[src/rtl/uart_pkg.sv]
// Shared UART definitions: FSM state encoding and frame constants,
// common to the transmit and receive channels.
package uart_pkg;

  typedef enum logic [2:0] {
    IDLE   = 3'b000,
    START  = 3'b001,
    DATA   = 3'b010,
    STOP_1 = 3'b011,
    STOP_2 = 3'b100
  } uart_state_e;

  localparam logic START_LEVEL = 1'b0;
  localparam logic STOP_LEVEL  = 1'b1;
  localparam int   STOP_BITS   = 2;

  // 100 MHz system clock at 115200 baud
  localparam int   DEFAULT_CLKS_PER_BIT = 868;

endpackage

[src/rtl/uart_baud_tick.sv]
// Bit-period timer: modulo-CLKS_PER_BIT counter with synchronous clear.
// tick marks the last cycle of each bit period.
module uart_baud_tick
  import uart_pkg::*;
#(
  parameter int CLKS_PER_BIT = DEFAULT_CLKS_PER_BIT
) (
  input  logic clk,
  input  logic rst,
  input  logic clear,
  output logic tick
);

  localparam int CNT_W = (CLKS_PER_BIT > 2) ? $clog2(CLKS_PER_BIT) : 1;
  localparam logic [CNT_W-1:0] LAST = CNT_W'(CLKS_PER_BIT - 1);

  logic [CNT_W-1:0] count;

  assign tick = (count == LAST);

  always_ff @(posedge clk) begin
    if (!rst || clear || tick) begin
      count <= '0;
    end else begin
      count <= count + CNT_W'(1);
    end
  end

endmodule

[src/rtl/uart_tx_frame.sv]
// UART transmitter: start bit, DATA_BITS data bits LSB first, two stop bits.
// Byte accepted with a valid/ready handshake only while idle.
module uart_tx_frame
  import uart_pkg::*;
#(
  parameter int CLKS_PER_BIT = DEFAULT_CLKS_PER_BIT,
  parameter int DATA_BITS    = 8
) (
  input  logic                 clk,
  input  logic                 rst,
  input  logic [DATA_BITS-1:0] tx_data,
  input  logic                 tx_valid,
  output logic                 tx_ready,
  output logic                 TX,
  output logic                 busy,
  output logic                 done
);

  localparam int BIT_W = (DATA_BITS > 2) ? $clog2(DATA_BITS) : 1;
  localparam logic [BIT_W-1:0] LAST_BIT = BIT_W'(DATA_BITS - 1);

  uart_state_e          state;
  logic [BIT_W-1:0]     bit_cnt;
  logic [DATA_BITS-1:0] shreg;
  logic                 tick;
  logic                 clear;

  // Counter is held at zero while idle, so it is already cleared on the
  // handshake edge and the start bit gets a full period.
  assign clear = (state == IDLE);

  uart_baud_tick #(
    .CLKS_PER_BIT(CLKS_PER_BIT)
  ) baud (
    .clk  (clk),
    .rst  (rst),
    .clear(clear),
    .tick (tick)
  );

  // TX is registered from the current state, so the line changes one edge
  // after the state does and never sees combinational decode glitches.
  always_ff @(posedge clk) begin
    if (!rst) begin
      state    <= IDLE;
      TX       <= STOP_LEVEL;
      tx_ready <= 1'b1;
      busy     <= 1'b0;
      done     <= 1'b0;
      bit_cnt  <= '0;
      shreg    <= '0;
    end else begin
      done <= 1'b0;
      case (state)
        IDLE: begin
          TX <= STOP_LEVEL;
          if (tx_valid && tx_ready) begin
            shreg    <= tx_data;
            state    <= START;
            tx_ready <= 1'b0;
            busy     <= 1'b1;
          end
        end
        START: begin
          TX <= START_LEVEL;
          if (tick) begin
            state   <= DATA;
            bit_cnt <= '0;
          end
        end
        DATA: begin
          TX <= shreg[0];
          if (tick) begin
            shreg <= {1'b0, shreg[DATA_BITS-1:1]};
            if (bit_cnt == LAST_BIT) begin
              bit_cnt <= '0;
              state   <= STOP_1;
            end else begin
              bit_cnt <= bit_cnt + BIT_W'(1);
            end
          end
        end
        STOP_1: begin
          TX <= STOP_LEVEL;
          if (tick) begin
            state <= STOP_2;
          end
        end
        STOP_2: begin
          TX <= STOP_LEVEL;
          if (tick) begin
            state    <= IDLE;
            done     <= 1'b1;
            tx_ready <= 1'b1;
            busy     <= 1'b0;
          end
        end
        default: begin
          state    <= IDLE;
          TX       <= STOP_LEVEL;
          tx_ready <= 1'b1;
          busy     <= 1'b0;
        end
      endcase
    end
  end

endmodule

[config.mk]
export PLATFORM = sky130hd
export DESIGN_NAME = uart_tx_frame
export DESIGN_NICKNAME = d
export VERILOG_FILES = /design/src/rtl/uart_pkg.sv /design/src/rtl/uart_baud_tick.sv /design/src/rtl/uart_tx_frame.sv
export SDC_FILE = /design/constraint.sdc
export NUM_CORES = 1
export LEC_CHECK = 0
export ABC_AREA = 1
export ABC_CLOCK_PERIOD_IN_PS = 3100
export BUFFER_PORTS_ARGS = -buffer_cell sky130_fd_sc_hd__buf_2
export CAP_MARGIN = 20
export CELL_PAD_IN_SITES_DETAIL_PLACEMENT = 1
export CELL_PAD_IN_SITES_GLOBAL_PLACEMENT = 2
export CORE_ASPECT_RATIO = 1.2
export CORE_MARGIN = 1
export CORE_UTILIZATION = 36
export CTS_BUF_LIST = sky130_fd_sc_hd__clkbuf_2
export DETAILED_ROUTE_END_ITERATION = 7
export GPL_TIMING_DRIVEN = 0
export HOLD_SLACK_MARGIN = 0.08
export PLACE_DENSITY_LB_ADDON = 0.1
export RECOVER_POWER = 25
export SYNTH_ARGS = -nofsm -noshare
export SYNTH_HDL_FRONTEND = slang
export SYNTH_SLANG_ARGS = --single-unit
[constraint.sdc]
create_clock -name clk -period 3.1 [get_ports clk]
set_clock_uncertainty 0.1 [all_clocks]
set_input_delay 0.155 -clock clk [delete_from_list [all_inputs] [get_ports clk]]
set_output_delay 0.155 -clock clk [all_outputs]
set_load 0.02 [all_outputs]
==> results list, run 1 <==
* Clock root cell: clkbuf_2
- After synthesis, the largest family of logic cells by area is simple AND/OR/NAND/NOR gates.
* CTS tree: yes
- STA classifies the critical path endpoint as a flip-flop.
- The clock drives 28 sinks.
- Overall power consumption after layout is estimated at 0.00108 W.
- The final-report max-slew violation count is 0.
- Headroom to the max-slew limit: 73.6%
- Dividing the final minimum period by the clock period gives 70.1%.
- Unrepaired setup endpoints after global routing: no
- Post-route DRC violation count: 4
- Width of the die: 57.3 um
* HPWL Detailed: 2.39 mm
- For this run, the detailed router's first-pass iteration total came to 6.
* First-pass GRT wire length: 5.49 mm
- Summing over every cut layer, the via total after detailed routing is between 1000 and 1500.
* DIE AREA: 3920 um2
- Along the worst path, the maximum fanout reaches 9.
- Total detailed-routing wirelength: about 3.1 mm
* Result of the run: finished, violations left
- Number of antenna violations at the first check in global routing: 0
- Of the cells placed in the final design, the portion with a size suffix greater than 1 is 13.3%.
* Maximum clock rate: 460 MHz
* Number of diodes added for antenna fixing: 0
- Post-route worst setup slack: about 0.93 ns
* Post-synthesis xor/xnor area fraction: 1.99%
- Global routing finished with a remaining overflow of 0.
- Portion of synthesized cell area occupied by the leading cell type: between 40% and 50%
- A synthesized cell averages 7.27 um2.
- Number of cells on the worst reg-to-reg path: 9
- The floorplan has 23 rows.
- For this block, the initial DRC count from the detailed router was 46.
- In this run the most critical hold path is launched from baud.count[0].
* Max cap viols: 0
- Cells after Synth: 182
* Ordered cell list for the critical path: nor2_1 -> nand2_2 -> inv_2 -> nand4_1 -> nand2_2 -> inv_2 -> a21oi_1 -> nor2_1 -> dlygate4sd3_1
- In the layout the commonest cells are nand2_1 (43), nor2_1 (38), dfxtp_1 (28), inv_1 (13).
* All-layer global routing usage: a little under a fifth
- Arithmetic-cell share of the synthesized area counting full adders, half adders and majority gates: 2.84%
- Failing checks: design-rule violations
* Total setup buffers inserted after CTS: 0
* Internal reg-to-reg setup slack: 0.93 ns
- For the pin with the worst max-slew slack, the measured transition is 0.395 ns.
- Required time reported for the critical path endpoint: ~3.3 ns
- Nets in the synthesized netlist: 196
- Post-synthesis compound-gate area fraction: 9.18%
- Antenna violation net count after detailed routing: 0
* H-tree Lvls: 1
* Data arrival time of the critical path: 2.39 ns
- The library cell used most frequently in the layout, excluding fill and tap cells, is nand2_1.
- Once the floorplan was initialized, standard cells occupied 38.6% of the core.
* Net count of the finished layout: 226
* Power per Cell Area: 697 nW/um2
- Total negative setup slack: 0 ns
- Maximum number of pins on one net before global-route repair: 16
- Portion of netlist area occupied by mux cells: 0%
* Number of I/O port buffers: 14
* Summed instance area of the synthesized netlist: about 1300 um2
- By startpoint and endpoint, the worst setup path is classified as reg2reg.
* RePlAce Congestion: ~0.75
- Counting tap cells, the placed design contains a total of between 200 and 250 instances.
- OpenSTA, run right after detailed placement, puts the worst setup slack at between 1.5 and 2 ns.
- The worst hold path terminates at baud.count[0].
* Number of non-filler instances in the completed layout: about 250
* Beginning of the worst register-to-register path: state[2]
- Among all stages on the critical path, the largest delay is contributed by dlygate4sd3_1.
* WHS: 0.374 ns
- After detailed routing, the number of vias per cell comes to around 5.0.
- The largest single stage delay on the critical path is 0.55 ns.
* Leakage: ~0.68 nW
- Boundary Pins: 15
* Setup violations, final: 0
* Cell type with the highest aggregate area in the netlist: dfxtp_1
* VDD IR-drop max: 288 uV
- The core region is 3420 um2.
* Maximum clock path buffer count: 2
- Critical path startpoint category: flip-flop
- Compared with the post-synthesis result, the final layout area differs by 17.0%.
- The count of endpoints failing hold in the final timing report came to 0.
* Routed length per placed instance: 12.6 um
- After layout, the minimum clock period comes to 2.17 ns.
- In this run the worst hold path is classified as reg2reg.
- Clock tree synthesis inserted a total of 3 buffers.
- Floorplan die height: 68.4 um
* Count of different cell masters after synthesis: 27
- The synthesized design contains 28 register bits.
- The number of global-route vias before repair was 1286.
* Seq/Total Area, Yosys: 42.4%
* Endpoint of the most critical register-to-register path: shreg[7]
- Clock-pin slew was measured on the worst setup and hold paths at approximately 0.28 ns.
- Summing the areas of all and, or, nand and nor instances in the mapped netlist gives 37.7% of the synthesized area.
- Counting instances, the worst hold path has a depth of 1.
- Synth warnings: 0
- At the later pin of the worst-skew pair, clock insertion delay measures 0.38 ns.
- Top area cells in the synthesized netlist: dfxtp_1 (42%), nand2_1 (12%), nor2_1 (11%)
-- metrics by stage --
| stage | area (um2) | util (%) |
|---|---|---|
| finish | 1550 | 45.2 |
| global placement | 1440 | 42.0 |
| CTS | 1570 | 45.8 |
| floorplan | 1320 | - |
| global route | 1550 | 45.2 |
| detailed placement | 1440 | 42.0 |
-- worst max path at each step --
stage                  start  endpoint  slack, ns
2_1_floorplan  baud.count[0]  state[0]       1.71
3_3_place_gp        state[2]  shreg[7]       1.54
3_5_place_dp        state[2]  shreg[7]       1.52
4_1_cts        baud.count[0]  shreg[7]       0.93
5_1_grt             state[2]  shreg[7]       0.71
6_report            state[2]  shreg[7]       0.93
-- cell families after synthesis --
family	count (synthesis)
flip-flops	28
AO/OA/AOI/OAI	22
buffers and inverters	17
AND/OR/NAND/NOR	109
XOR/XNOR	3
adder cells (fa/ha/maj)	3
-- worst max-delay path: cells and delay by family, from the launching register on --
family,cells,cell delay [ns]
buffers and inverters,3,0.83
AND/OR/NAND/NOR,5,0.65
flip-flops,1,0.42
AO/OA/AOI/OAI,1,0.13
-- final cells by class --
class / instances / area (um2)
fill: 453 / 1880
multi-input combinational: 137 / 668
sequential: 28 / 561
timing repair buffer: 25 / 175
inverter: 15 / 56.3
tap: 37 / 46.3
buffer: 2 / 22.5
clock buffer: 3 / 15.0
clock inverter: 1 / 3.75
-- cells in the mapped netlist (all sizes together) --
master,number
nand3,11
a21oi,12
nand4,2
buf,2
nor2,40
ha,3
and3,1
nand2,48
dfxtp,28
a31oi,1
xor2,1
nand3b,1
a211oi,1
inv,15
xnor2,2
or2,1
nor3,4
nor3b,1
o21ai,8
-- report_power, final --
part,total [W],switching (W),internal (W)
Combinational,0.000463,0.000302,0.000161
Sequential,0.000476,0.0000456,0.000431
Clock,0.000139,0.000111,0.0000280
Total,0.00108,0.000459,0.000619
-- repair_timing --
action                                 CTS  global route
gates resized for setup                  0             0
endpoints found under the hold margin   19             0
hold buffers                            11             0
-- metal layers --
layer | wire, um | GRT usage [%] | part of all wire, %
met5 | 0 | 0 | 0
met4 | 36 | 7.01 | 1.2
met3 | 56 | 1.70 | 1.8
met2 | 1590 | 34.1 | 51
met1 | 1430 | 21.5 | 46
-- flip-flops by register name, summed over array words and instances, names as in the netlist --
register / cells
bit_cnt: 3
TX: 1
shreg: 8
tx_ready: 1
done: 1
baud.count: 10
busy: 1
state: 3
Power figures use the tool's default switching activity.
==> inputs of run 2 (changes only) <==
- ABC_AREA: 1 -> 0
- ABC_CLOCK_PERIOD_IN_PS: 3100 -> 2210
- CORE_UTILIZATION: 36 -> 37
- clock period: 3.1 -> 2.21 ns (I/O delays scaled with it)
==> results list, run 2 <==
* Result of the run: complete, no violations (was finished, violations left)
- VDD IR-drop max: 294 uV (was 288 uV)
* Beginning of the worst register-to-register path: baud.count[0] (was state[2])
- Number of antenna violations at the first check in global routing: 0 (unchanged)
- The number of flip-flops under the largest register name is 10 (unchanged).
* Source-to-sink clock delay at the later pin of the worst-skew pair: 0.37 ns (was 0.38 ns)
- The total routed wirelength came to 2.95 mm (was 3.11 mm).
* All-layer global routing usage: 16.9% (was 18.2%)
- The count of endpoints failing hold in the final timing report was 0 (unchanged).
- Commonest register cell after synthesis: dfxtp_1 (unchanged)
- The critical path required time was 2.43 ns (was 3.32 ns).
* Post-route DRC violation count: 0 (was 4)
- The post-placement cell area came to 1430 um2 (was 1440 um2).
- Unrepaired setup endpoints after global routing: no (unchanged)
- Floorplan die height: 67.4 um (was 68.4 um)
* Min-Delay Path Class: reg2reg (unchanged)
- Max cap viols: 0 (unchanged)
- The vias after detailed routing is 1108 (was 1236).
* DIE AREA: 3800 um2 (was 3920 um2)
- Clock period minus worst slack: 1.87 ns (was 2.17 ns)
- The count of state elements after synthesis came to 28 (unchanged).
* Share of cells above drive strength 1: 15.0% (was 13.3%)
* Seq/Total Area, Yosys: 42.5% (was 42.4%)
- Number of rows created at floorplan: 23 (unchanged)
- Startpoint of the worst hold path: bit_cnt[2] (was baud.count[0])
* Cell type with the highest aggregate area in the netlist: dfxtp_1 (unchanged)
- Total global routing overflow: 0 (unchanged)
- HPWL Detailed: 2.11 mm (was 2.39 mm)
- The fmax is 536 MHz (was 460 MHz).
- The category of the critical setup timing path was reg2reg (unchanged).
- The total setup violations reported at the end of the flow was 0 (unchanged).
- Most used cells in the layout excluding fill and tap cells: dfxtp_1 (28), nor2_1 (16), buf_2 (11), nand3_1 (11) (was nand2_1 (43), nor2_1 (38), dfxtp_1 (28), inv_1 (13)).
* Number of flops mapped to enable cells by yosys: 0 (unchanged)
- Synth warnings: 0 (unchanged)
- Clock-pin slew reported for the worst setup and hold paths after clock tree synthesis: 0.27 ns (was 0.28 ns)
- Number of filler instances in the final layout: 407 (was 453)
* Critical path startpoint category: flip-flop (unchanged)
- The worst-case headroom to the max-slew limit came to 46.7% (was 73.6%).
- Number of I/O port buffers: 14 (unchanged)
- The post-synth design cell area came to 1320 um2 (about the same).
- Net count of the finished layout: 182 (was 226)
- The final routed wire length divided by cell count is 14.4 um (was 12.6 um).
- The routed via count divided by cell count is 5.43 (was 4.98).
* Number of cells on the worst reg-to-reg path: 7 (was 9)
- The number of global-route vias before repair is 1167 (was 1286).
- The routing usage on met1 was 18.9% (was 21.5%).
- Power per Cell Area: 615 nW/um2 (was 697 nW/um2)
- The final period utilization is 84.5% (was 70.1%).
* Total setup buffers inserted after CTS: 0 (unchanged)
* Maximum number of pins on one net before global-route repair: 17 (was 16)
- Most crowded layer after global routing: met2 (unchanged)
- First-pass DRT Iterations: 4 (was 6)
- Endpoint of the most critical register-to-register path: shreg[2] (was shreg[7])
- Nature of the critical path endpoint: flip-flop (unchanged)
- Number of DRC markers in iteration 0: 28 (was 46)
- The fraction of synthesis flops using an asynchronous set or reset pin is 0% (unchanged).
* Number of CTS-inserted buffers: 3 (unchanged)
- The leakage power summed over all cells is 0.575 nW (was 0.676 nW).
- Largest registers: baud.count (10), shreg (8) (unchanged)
* Top area cells in the synthesized netlist: dfxtp_1 (43%), mux2i_1 (6.1%), nor2_1 (4.6%) (was dfxtp_1 (42%), nand2_1 (12%), nor2_1 (11%))
- Capture endpoint of the worst hold path: bit_cnt[2] (was baud.count[0])
- The pin slew with the least headroom to its limit was 0.798 ns (was 0.395 ns).
- Area overhead of the layout relative to synthesis: 19.5% (was 17.0%)
- Cells after Synth: 139 (was 182)
* Effective utilization at floorplan: 39.1% (was 38.6%)
- Number of non-filler instances in the completed layout: 204 (was 248)
- Leading cell type by number of instances after synthesis: dfxtp_1 (was nand2_1)
- The root buffer cell was clkbuf_2 (unchanged).
- The number of different library cells in the post-synthesis netlist was 34 (was 27).
- The number of nets produced by synthesis came to 153 (was 196).
* Number of cells traversed by the worst hold path: 2 (was 1)
- Core utilization of the finished layout: 46.7% (was 45.2%)
* Met2 track demand over resource in global routing: 32.9% (was 34.1%)
- The antenna diode count was 0 (unchanged).
- Worst Path Max Fanout: 10 (was 9)
- The number of gates given a new drive strength after cts was 0 (unchanged).
- Width of the die: 56.5 um (was 57.3 um)
- Hold Buf Count CTS: 10 (was 11)
- The total negative slack for setup checks came to 0 ns (unchanged).
- The first-pass GRT wire length came to 5.06 mm (was 5.49 mm).
* Cell total after placement: 190 (was 233)
- Sink count of the clock tree: 28 (unchanged)
* Internal reg-to-reg setup slack: 0.34 ns (was 0.93 ns)
- The area of the core was 3370 um2 (was 3420 um2).
* Antenna violation net count after detailed routing: 0 (unchanged)
- The boundary pin count is 15 (unchanged).
* RePlAce Congestion: 0.755 (was 0.750)
- The TritonCTS clock tree is yes (unchanged).
- Data arrival time of the critical path: 2.09 ns (was 2.39 ns)
- The fraction of post-synthesis cell area in the top cell type by area is 42.5% (was 42.4%).
- The maximum level of the CTS H-tree is 1 (unchanged).
* Maximum clock path buffer count: 2 (unchanged)
* Register ranked first by flip-flop count: baud.count (unchanged)
- Max-slew violation total from the final report: 0 (unchanged)
* Leading cell types by count after synthesis: dfxtp_1 (28), nor2_1 (16), nand3_1 (11) (was nand2_1 (42), nor2_1 (37), dfxtp_1 (28))
- The most common cell after layout, fill and taps aside is dfxtp_1 (was nand2_1).
- Routing usage on met3: 1.72% (was 1.70%)
* Summed area of non-filler cells in the final layout: 1570 um2 (was 1550 um2)
- The mean cell area of the mapped netlist came to 9.48 um2 (was 7.27 um2).
[run 2: worst max path at each step]
stage	start	to	slack (ns)
after floorplan	baud.count[0]	shreg[7]	0.56
after CTS	baud.count[0]	shreg[2]	0.35
final	baud.count[0]	shreg[2]	0.34
after detailed placement	baud.count[0]	state[0]	0.40
after global placement	baud.count[0]	state[0]	0.42
after global routing	baud.count[0]	bit_cnt[0]	0.23
[run 2: per-layer routing]
layer	vias to the layer above	share of wire, %
met5	-	0
met4	0	0.85
met3	2	1.5
met2	7	51
met1	546	46
li1	553	-
[run 2: cell families (layout without fill, tap and decap cells)]
logic type | after synthesis | after routing | share of synthesized area, %
AO/OA/AOI/OAI | 24 | 24 | 12.2
XOR/XNOR | 10 | 10 | 6.65
adder cells (fa/ha/maj) | 3 | 3 | 2.85
buffers and inverters | 9 | 37 | 4.65
flip-flops | 28 | 28 | 42.5
multiplexers | 8 | 8 | 6.08
AND/OR/NAND/NOR | 57 | 57 | 25.1
[run 2: metrics by stage]
stage / total power, W / worst slack, ns / hold WS (ns)
after floorplan: 0.000617 / 0.561 / 0.161
after detailed placement: 0.000651 / 0.396 / 0.283
after global placement: 0.000644 / 0.423 / 0.255
after CTS: 0.000985 / 0.351 / 0.387
after global routing: 0.00101 / 0.230 / 0.402
final: 0.000968 / 0.343 / 0.382
[run 2: critical path: stages, from the launching register on]
cell and delay, ns:
dfxtp_1 0.42, ha_1 0.29, and2_0 0.23, and4_1 0.17, buf_6 0.14, or2_1 0.21
buf_6 0.14, a21oi_1 0.12
[run 2: power breakdown]
part | internal [W] | switching [W]
logic | 0.0000527 | 0.0000575
clock network | 0.000155 | 0.000160
registers | 0.000529 | 0.0000137
[run 2: cell type report]
cell class | count | area, um2 | area share (%)
clock buffers | 3 | 15.0 | 0.954
multi-input cells | 102 | 696 | 44.2
repair buffers | 24 | 165 | 10.5
flip-flops and latches | 28 | 561 | 35.6
inverters | 1 | 3.75 | 0.238
plain buffers | 8 | 57.6 | 3.66
well taps | 37 | 46.3 | 2.94
clock inverters | 1 | 30.0 | 1.91
==> inputs of run 3 (changes only) <==
- ABC_CLOCK_PERIOD_IN_PS: 2210 -> 1700
- CORE_UTILIZATION: 37 -> 34
- clock period: 2.21 -> 1.7 ns (I/O delays scaled with it)
==> results list, run 3 (same netlist as run 2, synthesis figures left out) <==
- The most common cell after layout, fill and taps aside is dfxtp_1 (unchanged).
- The area of the core is 3660 um2 (was 3370 um2).
- The remaining global-route overflow came to 0 (unchanged).
* Unrepaired setup endpoints after global routing: yes (was no)
- The number of fill cells came to 442 (was 407).
- Sequential cell area in the final layout: 572 um2 (was 561 um2)
* Total via count after detailed routing: 1138 (was 1108)
- The number of remaining DRC errors was 0 (unchanged).
- Number of flip-flops under the largest register name: 10 (unchanged)
- The combined global-route utilization of all metal layers is 17.1% (was 16.9%).
* Source-to-sink clock delay at the later pin of the worst-skew pair: 0.37 ns (about the same)
- Max cap viols: 0 (unchanged)
- Boundary Pins: 15 (unchanged)
* Largest registers: baud.count (10), shreg (8) (unchanged)
* H-tree Lvls: 1 (unchanged)
- The largest fanout of any net on the critical path is 10 (unchanged).
- Number of antenna violations at the first check in global routing: 0 (unchanged)
- The number of instances in the placed design came to 205 (was 190).
* Transition time at the pin with the least slew margin: 0.534 ns (was 0.798 ns)
- Headroom to the max-slew limit: 64.3% (was 46.7%)
- The final-layout worst hold slack was 0.392 ns (was 0.382 ns).
* Required time reported for the critical path endpoint: 1.93 ns (was 2.43 ns)
- The pin count of the biggest net entering global routing came to 17 (unchanged).
- The final routed wire length divided by cell count came to 14.0 um (was 14.4 um).
- DIE AREA: 4130 um2 (was 3800 um2)
- The violation count after the first detailed-routing iteration is 25 (was 28).
* Result of the run: complete, no violations (unchanged)
- Number of CTS-inserted buffers: 3 (unchanged)
- The TritonCTS clock tree was yes (unchanged).
* CP max-delay cell: dfxtp_4 (was dfxtp_1)
* Core utilization of the finished layout: 46.7% (about the same)
- Most Frequent Cell on Critical Path: buf_6 (unchanged)
* Nature of the critical path endpoint: flip-flop (unchanged)
* Part of the total power dissipated in combinational logic: 13.0% (was 11.4%)
- The final period demand of the worst path came to 1.67 ns (was 1.87 ns).
* Max-slew violation total from the final report: 0 (unchanged)
- The net switching fraction of the power is 24.5% (was 23.9%).
- The total iterations of the first detailed-routing run was 4 (unchanged).
- Design internal power: 0.000965 W (was 0.000737 W)
- Min-Delay Path Class: reg2reg (unchanged)
* Floorplan die height: 70.2 um (was 67.4 um)
- The register clock-pin slew on the reported worst setup and hold paths was 0.28 ns (was 0.27 ns).
- The total routed wirelength was 3.11 mm (was 2.95 mm).
- The number of buffers added on ports is 14 (unchanged).
- The total setup violations reported at the end of the flow came to 0 (unchanged).
* VDD IR-drop max: 320 uV (was 294 uV)
- The maximum root-to-sink buffer count is 2 (unchanged).
- Area overhead of the layout relative to synthesis: 29.7% (was 19.5%)
- Via/cell ratio: 5.10 (was 5.43)
- The placed wire-length estimate after detailed placement came to 2.19 mm (was 2.11 mm).
* Maximum clock rate: 600 MHz (was 536 MHz)
- The category of the critical setup timing path is reg2reg (unchanged).
* Post-route worst setup slack: 0.0340 ns (was 0.343 ns)
* Number of diodes added for antenna fixing: 0 (unchanged)
- Sink count of the clock tree: 28 (unchanged)
- The proportion of power drawn by flip-flops and latches was 54.9% (was 56.0%).
- The weighted congestion at the end of routability-driven global placement came to 0.804 (was 0.755).
- Number of non-filler instances in the completed layout: 223 (was 204)
* Area used by multi-input combinational logic: 769 um2 (was 696 um2)
- The number of global-route vias before repair came to 1214 (was 1167).
- The share of cells above drive strength 1 came to 26.9% (was 15.0%).
- Worst slack after detailed placement: -0.126 ns (was 0.396 ns)
- Clock network fraction of design power: 32.1% (was 32.6%)
- Period utilisation layout: 98.0% (was 84.5%)
- Ordered cell list for the critical path: ha_4 -> and2_4 -> and4_1 -> buf_6 -> or2_1 -> buf_6 -> o21ai_2 (was ha_1 -> and2_0 -> and4_1 -> buf_6 -> or2_1 -> buf_6 -> a21oi_1).
* Width of the die: 58.8 um (was 56.5 um)
- Final number of hold-violating endpoints: 0 (unchanged)
- Most used cells in the layout excluding fill and tap cells: dfxtp_1 (23), nor2_1 (16), buf_2 (11), nand3_1 (11) (was dfxtp_1 (28), nor2_1 (16), buf_2 (11), nand3_1 (11)).
- The reported net switching power came to 0.000314 W (was 0.000231 W).
- Leakage: 0.610 nW (was 0.575 nW)
- Net count of the finished layout: 186 (was 182)
- Power per Cell Area: 749 nW/um2 (was 615 nW/um2)
- Effective utilization at floorplan: 36.0% (was 39.1%)
* Critical path startpoint category: flip-flop (unchanged)
* Overall power after layout: 0.00128 W (was 0.000968 W)
- First-pass GRT wire length: 5.47 mm (was 5.06 mm)
- The floorplan row count is 24 (was 23).
- The root buffer cell is clkbuf_2 (unchanged).
* Register ranked first by flip-flop count: baud.count (unchanged)
- Data arrival time of the critical path: 1.90 ns (was 2.09 ns)
- Antenna violation net count after detailed routing: 0 (unchanged)
- CP max stage delay: 0.42 ns (about the same)
[run 3: changes by cell type in the layout (fill, tap and decap cells not counted), sizes merged]
cell / change
buf: +4
[run 3: power groups by stage]
stage | Sequential [W] | Combinational (W) | Clock, W
global placement | 0.000715 | 0.000124 | 0
finish | 0.000702 | 0.000167 | 0.000411
detailed placement | 0.000717 | 0.000130 | 0
global route | 0.000707 | 0.000187 | 0.000448
floorplan | 0.000721 | 0.0000814 | 0
CTS | 0.000704 | 0.000159 | 0.000422
[run 3: area by class of cell]
type / count / share of cell area [%]
buffer: 8 / 3.44
tap: 52 / 3.81
sequential: 28 / 33.5
multi-input combinational: 102 / 45.0
timing repair buffer: 28 / 11.4
clock buffer: 3 / 0.878
clock inverter: 1 / 1.76
inverter: 1 / 0.220
[run 3: routing by layer]
metal	GRT usage [%]	vias to the layer above	share of wire (%)
li1	-	564	-
met1	20.7	564	44
met2	30.7	8	54
met3	1.67	2	1.4
met4	5.56	0	0.61
met5	0	-	0
[run 3: final timing paths]
| check | from | endpoint | slack (ns) | cells past startpoint |
|---|---|---|---|---|
| setup / recovery | baud.count[1] | shreg[7] | 0.03 | 7 |
| hold / removal | shreg[0] | TX | 0.39 | 2 |
| setup reg to reg | baud.count[1] | shreg[7] | 0.03 | 7 |
| hold reg to reg | shreg[0] | TX | 0.39 | 2 |
[run 3: repair_timing]
action                     4_1_cts  5_1_grt
setup endpoints to repair       20       12
hold endpoints to repair        23        0
pin swaps                        3        0
hold buffers                    10        0
gates resized for setup         11       13
buffers inserted                 2        2
[run 3: through the flow]
step | instance area, um2 | TNS [ns]
after floorplan | 1320 | 0
final | 1710 | 0
after global placement | 1450 | -0.618
after global routing | 1710 | -0.275
after CTS | 1660 | -0.0216
after detailed placement | 1450 | -0.867
[run 3: critical path: cells and delay by family (launching register included)]
family / cells / cell delay [ns]
compound gates: 1 / 0.12
buf+inv: 2 / 0.29
flops: 1 / 0.42
fa+ha+maj: 1 / 0.17
simple gates: 3 / 0.52
